==> config.mk <==
export PLATFORM = sky130hd
export DESIGN_NAME = ltl_monitor_stage
export DESIGN_NICKNAME = d
export VERILOG_FILES = /design/src/rtl/ltl_monitor_stage.sv
export SDC_FILE = /design/constraint.sdc
export NUM_CORES = 1
export LEC_CHECK = 0
export CAP_MARGIN = 20
export CORE_MARGIN = 2
export CORE_UTILIZATION = 45
export DETAILED_ROUTE_END_ITERATION = 7
export GPL_TIMING_DRIVEN = 0
export PLACE_DENSITY = 0.73
export SKIP_CTS_REPAIR_TIMING = 1
export SLEW_MARGIN = 30
export SYNTH_ARGS = -nofsm -noshare
export SYNTH_HDL_FRONTEND = slang
export SYNTH_SLANG_ARGS = --single-unit
==> constraint.sdc <==
create_clock -name clk -period 4.6 [get_ports clk]
set_input_delay 1.15 -clock clk [delete_from_list [all_inputs] [get_ports clk]]
set_output_delay 1.15 -clock clk [all_outputs]
set_load 0.03 [all_outputs]
==> src/rtl/ltl_monitor_stage.sv <==
// Pipeline stage of the runtime LTL monitor chain: forwards the symbol stream and
// collects automaton reports into sticky flags, saturating counters and a first-report capture.
module ltl_monitor_stage #(
  parameter int SYM_W    = 8,
  parameter int NUM_PROP = 4,
  parameter int NUM_REP  = 4,
  parameter int CNT_W    = 16,
  localparam int NBITS   = NUM_PROP * NUM_REP,
  localparam int PW      = (NUM_PROP > 1) ? $clog2(NUM_PROP) : 1,
  localparam int RW      = (NUM_REP > 1) ? $clog2(NUM_REP) : 1
) (
  input  logic                      clk,
  input  logic                      reset_n,
  input  logic                      run,
  input  logic                      sym_reset,
  input  logic [SYM_W-1:0]          top_symbols,
  input  logic [NBITS-1:0]          rep_in,
  input  logic [NUM_PROP-1:0]       prop_en,
  input  logic                      clr,
  output logic [SYM_W-1:0]          out_symbols,
  output logic                      out_sym_reset,
  output logic [NBITS-1:0]          rep_q,
  output logic [NBITS-1:0]          sticky,
  output logic [NUM_PROP*CNT_W-1:0] viol_cnt,
  output logic [CNT_W-1:0]          sym_cnt,
  output logic                      first_valid,
  output logic [PW-1:0]             first_prop,
  output logic [RW-1:0]             first_rep,
  output logic [CNT_W-1:0]          first_stamp,
  output logic                      irq
);

  typedef enum logic {IDLE, CAPT} state_t;

  state_t             state_q, state_d;
  logic [SYM_W-1:0]   out_symbols_q, out_symbols_d;
  logic               out_sym_reset_q, out_sym_reset_d;
  logic [NBITS-1:0]   rep_q_q, rep_q_d;
  logic [NBITS-1:0]   sticky_q, sticky_d;
  logic [CNT_W-1:0]   viol_q [NUM_PROP];
  logic [CNT_W-1:0]   viol_d [NUM_PROP];
  logic [CNT_W-1:0]   sym_cnt_q, sym_cnt_d;
  logic               first_valid_q, first_valid_d;
  logic [PW-1:0]      first_prop_q, first_prop_d;
  logic [RW-1:0]      first_rep_q, first_rep_d;
  logic [CNT_W-1:0]   first_stamp_q, first_stamp_d;
  logic               irq_q, irq_d;

  logic [NBITS-1:0]   hit;
  logic [PW-1:0]      lo_prop;
  logic [RW-1:0]      lo_rep;

  // Qualified reports and the lowest-index hit (descending scan leaves the lowest last).
  always_comb begin
    hit     = '0;
    lo_prop = '0;
    lo_rep  = '0;
    for (int p = 0; p < NUM_PROP; p++) begin
      for (int r = 0; r < NUM_REP; r++) begin
        hit[p*NUM_REP + r] = run & prop_en[p] & rep_in[p*NUM_REP + r];
      end
    end
    for (int p = NUM_PROP - 1; p >= 0; p--) begin
      for (int r = NUM_REP - 1; r >= 0; r--) begin
        if (hit[p*NUM_REP + r]) begin
          lo_prop = PW'(p);
          lo_rep  = RW'(r);
        end
      end
    end
  end

  always_comb begin
    out_symbols_d   = run ? top_symbols : out_symbols_q;
    out_sym_reset_d = sym_reset;
    rep_q_d         = (run && !sym_reset) ? hit : '0;
    sticky_d        = (clr ? '0 : sticky_q) | hit;

    if (sym_reset)
      sym_cnt_d = '0;
    else if (run)
      sym_cnt_d = sym_cnt_q + CNT_W'(1);
    else
      sym_cnt_d = sym_cnt_q;

    for (int p = 0; p < NUM_PROP; p++) begin
      viol_d[p] = clr ? '0 : viol_q[p];
      if ((|hit[p*NUM_REP +: NUM_REP]) && (viol_d[p] != {CNT_W{1'b1}}))
        viol_d[p] = viol_d[p] + CNT_W'(1);
    end

    state_d       = state_q;
    first_valid_d = first_valid_q;
    first_prop_d  = first_prop_q;
    first_rep_d   = first_rep_q;
    first_stamp_d = first_stamp_q;
    // A clear re-arms the capture, so a hit in the same cycle is taken as the new first report.
    if ((|hit) && (state_q == IDLE || clr)) begin
      state_d       = CAPT;
      first_valid_d = 1'b1;
      first_prop_d  = lo_prop;
      first_rep_d   = lo_rep;
      first_stamp_d = sym_cnt_q;
    end else if (clr) begin
      state_d       = IDLE;
      first_valid_d = 1'b0;
      first_prop_d  = '0;
      first_rep_d   = '0;
      first_stamp_d = '0;
    end
    irq_d = (state_d == CAPT);
  end

  always_ff @(posedge clk or negedge reset_n) begin
    if (!reset_n) begin
      state_q         <= IDLE;
      out_symbols_q   <= '0;
      out_sym_reset_q <= 1'b0;
      rep_q_q         <= '0;
      sticky_q        <= '0;
      sym_cnt_q       <= '0;
      for (int p = 0; p < NUM_PROP; p++) viol_q[p] <= '0;
      first_valid_q   <= 1'b0;
      first_prop_q    <= '0;
      first_rep_q     <= '0;
      first_stamp_q   <= '0;
      irq_q           <= 1'b0;
    end else begin
      state_q         <= state_d;
      out_symbols_q   <= out_symbols_d;
      out_sym_reset_q <= out_sym_reset_d;
      rep_q_q         <= rep_q_d;
      sticky_q        <= sticky_d;
      sym_cnt_q       <= sym_cnt_d;
      for (int p = 0; p < NUM_PROP; p++) viol_q[p] <= viol_d[p];
      first_valid_q   <= first_valid_d;
      first_prop_q    <= first_prop_d;
      first_rep_q     <= first_rep_d;
      first_stamp_q   <= first_stamp_d;
      irq_q           <= irq_d;
    end
  end

  always_comb begin
    viol_cnt = '0;
    for (int p = 0; p < NUM_PROP; p++) viol_cnt[p*CNT_W +: CNT_W] = viol_q[p];
  end

  assign out_symbols   = out_symbols_q;
  assign out_sym_reset = out_sym_reset_q;
  assign rep_q         = rep_q_q;
  assign sticky        = sticky_q;
  assign sym_cnt       = sym_cnt_q;
  assign first_valid   = first_valid_q;
  assign first_prop    = first_prop_q;
  assign first_rep     = first_rep_q;
  assign first_stamp   = first_stamp_q;
  assign irq           = irq_q;

endmodule

==> results_dict.tcl <==
set metrics [dict create \
    gp_congestion 0.881 \
    drt-initial-drc-count 444 \
    nets 902 \
    fp.dieW_um 127 \
    fin_skew_ps 7.19 \
    cp.required_ps 4900 \
    fin_crit_ps 4070 \
    worst-setup-path-type "in2reg" \
    first_global_vias 6045 \
    dr.pass1.iters 6 \
    hold_ws_ps 504 \
    die_h_um 127 \
    numCtsBuffers 17 \
    period_share_pct 88.5 \
    slew-limit-headroom_pct 43.0 \
    row_count 44 \
    start_util_pct 46.4 \
    cp_slowest_cell "clkdlybuf4s50_1" \
    ir_drop_v 0.000260 \
    yosys_warnings 0 \
    max_freq_mhz 246 \
    synth_edf_count 0 \
    ys_seq_area_share_pct 52.3 \
    antenna_found_initial 0 \
    synth_area_sq_mm 0.00679 \
    synth_nets 707 \
    wl_per_cell_um 18.2 \
    swShare_pct 25.0 \
    power_per_cell_area_mw_per_mm2 332 \
    power_frac_comb_pct 12.2 \
    h-tree-depth 4 \
    synthArstFlopShare_pct 100 \
    rsz0062_at_grt "false" \
    cts.sinks 142 \
    antenna_cells 0 \
    n_fill_cell 1184 \
    routed_wl_um 19400 \
    crit_buf_inv 3 \
    synth_area_leaders "dfrtp_1 52%, xnor2_1 5.4%, nand2_1 4.8%" \
    rrSetupSlack_ps 2340 \
    final_common_cell "clkdlybuf4s50_1" \
    end_kind "flop" \
    ys.flop_type "dfrtp_1" \
    layoutNonFillerInstCount 1061 \
    dp.cells 1029 \
    maxSlewViolCount 0 \
    placed_area_sq_mm 0.00880 \
    dp_hpwl_um 14000 \
    port_buffers 175 \
    insertion_delay_ps 420 \
    core_area_sq_mm 0.0146 \
    synth_top_area_share_pct 52.3 \
    p_clk_share_pct 45.8 \
    outcome "finished clean" \
    ant_nets 0 \
    cts_tree "yes" \
    p_switching_w 0.000782 \
    syn2layout_area_growth_pct 38.8 \
    holdCritPathClass "reg2reg" \
    p_total_w 0.00313 \
    postSynthAreaPerCell_sq_um 10.1 \
    cp_max_fo 10 \
    clockRootBuffer "clkbuf_16" \
    num_vias 5933 \
    cts_buffer_depth 2 \
    cts.clk_slew.worst_paths_ps 60 \
    ys_types 62 \
    synth_top_area_cell "dfrtp_1" \
    path_delay_family "buffers and inverters" \
    postSynthCellCount 669 \
    grt_pass1_wl_um 31800 \
    drc_errors 0 \
    setup_viol 0 \
    start_kind "primary input" \
    grt_max_degree 73 \
    drive_above_1_share_pct 8.78 \
    yosys_register_bits 142 \
    p_seq_share_pct 42.1 \
    max_cap_violations 0 \
    overflow 0 \
    max_stage_delay_ps 580 \
    leakagePower_nw 3.91 \
    worst_ep_arrival_time_ps 4370 \
    cpMostUsedCell "clkbuf_1" \
    fin_area_sq_mm 0.00942 \
    intPower_w 0.00234 \
    grt_usage_pct 25.0 \
    tightestPinTransition_ps 847 \
    die-area_sq_mm 0.0161 \
    layout_common_cells "174 x clkdlybuf4s50_1, 142 x dfrtp_1, 86 x nand2_1, 71 x nor2_1, 42 x xnor2_1" \
    ios 176 \
    path_cells "clkdlybuf4s50_1, clkbuf_1, clkbuf_1, nor2b_1, ha_1, nand2_1, nor4_4, a21oi_1, and4_1, mux2_2" \
    hold_violations 0 \
    viasPerCell 5.59 \
]
==> area by class of cell <==
| type | count | area, sq um | area share [%] |
|---|---|---|---|
| Buffer | 27 | 145 | 1.54 |
| Clock buffer | 21 | 480 | 5.10 |
| Clock inverter | 11 | 138 | 1.46 |
| Inverter | 13 | 48.8 | 0.518 |
| Multi-Input combinational cell | 487 | 3040 | 32.3 |
| Sequential cell | 142 | 3550 | 37.7 |
| Tap cell | 184 | 230 | 2.44 |
| Timing Repair Buffer | 176 | 1780 | 18.9 |
==> through the flow <==
step	TNS, ps	setup slack, ps	util (%)
after CTS	0	560	64.3
after detailed placement	0	116	60.1
final	0	530	64.3
after global placement	-451460	-3190	59.9
after global routing	0	332	64.3
after floorplan	0	1450	-
==> registers in the layout, indices dropped and copies added (netlist names) <==
register and cells:
first_prop 2, first_rep 2, first_stamp 16, first_valid 1, out_sym_reset 1, out_symbols 8
rep_q 16, sticky 16, sym_cnt 16, viol_cnt 64
==> worst reg2reg max path, delay by kind of cell (launching register included) <==
family / cells / cell delay [ps]
flops: 1 / 380
simple gates: 4 / 970
mux: 1 / 270
compound gates: 1 / 260
fa+ha+maj: 1 / 270
==> cells by family (layout without fill, tap and decap cells) <==
| family | after synthesis | in the layout | synth area share [%] |
|---|---|---|---|
| mux | 16 | 16 | 2.60 |
| compound gates | 86 | 86 | 9.31 |
| buf+inv | 40 | 248 | 2.86 |
| simple gates | 320 | 320 | 24.2 |
| flops | 142 | 142 | 52.3 |
| xor+xnor | 60 | 60 | 7.74 |
| fa+ha+maj | 5 | 5 | 0.921 |
==> final timing paths <==
path | startpoint | endpoint | depth (start not counted)
hold / removal | out_symbols[6] | out_symbols[6] | 1
min in group asynchronous | reset_n | viol_cnt[36] | 1
hold reg to reg | out_symbols[6] | out_symbols[6] | 1
setup reg to reg | viol_cnt[32] | viol_cnt[37] | 7
max in group asynchronous | reset_n | rep_q[13] | 2
setup / recovery | clr | viol_cnt[37] | 10
==> power by group through the flow <==
stage	logic, W	clock network (W)	registers (W)
finish	0.000380	0.00143	0.00131
detailed placement	0.000383	0	0.00134
global route	0.000409	0.00151	0.00132
global placement	0.000373	0	0.00134
CTS	0.000385	0.00145	0.00131
floorplan	0.000115	0	0.00141
==> routing by layer <==
metal  vias to the layer above  GRT usage [%]  routed length [um]
li1                       2741              -                   -
met1                      2938           32.6                8340
met2                       221           41.0                9520
met3                        33           6.37                1070
met4                         0           8.53                 420
met5                         -              0                   0
==> cells in the mapped netlist (all sizes together), types with 6 or more instances <==
master,number
inv,13
clkbuf,19
mux2,13
nand4,18
buf,8
a21oi,13
dfrtp,142
and4,6
and3,23
xor2,18
xnor2,42
or4,6
o21ai,30
nand3,25
nor2b,23
a22o,14
nor4,14
nor2,71
nor3,14
nand2,86
and2,13
(Power assumes the default switching activity.)
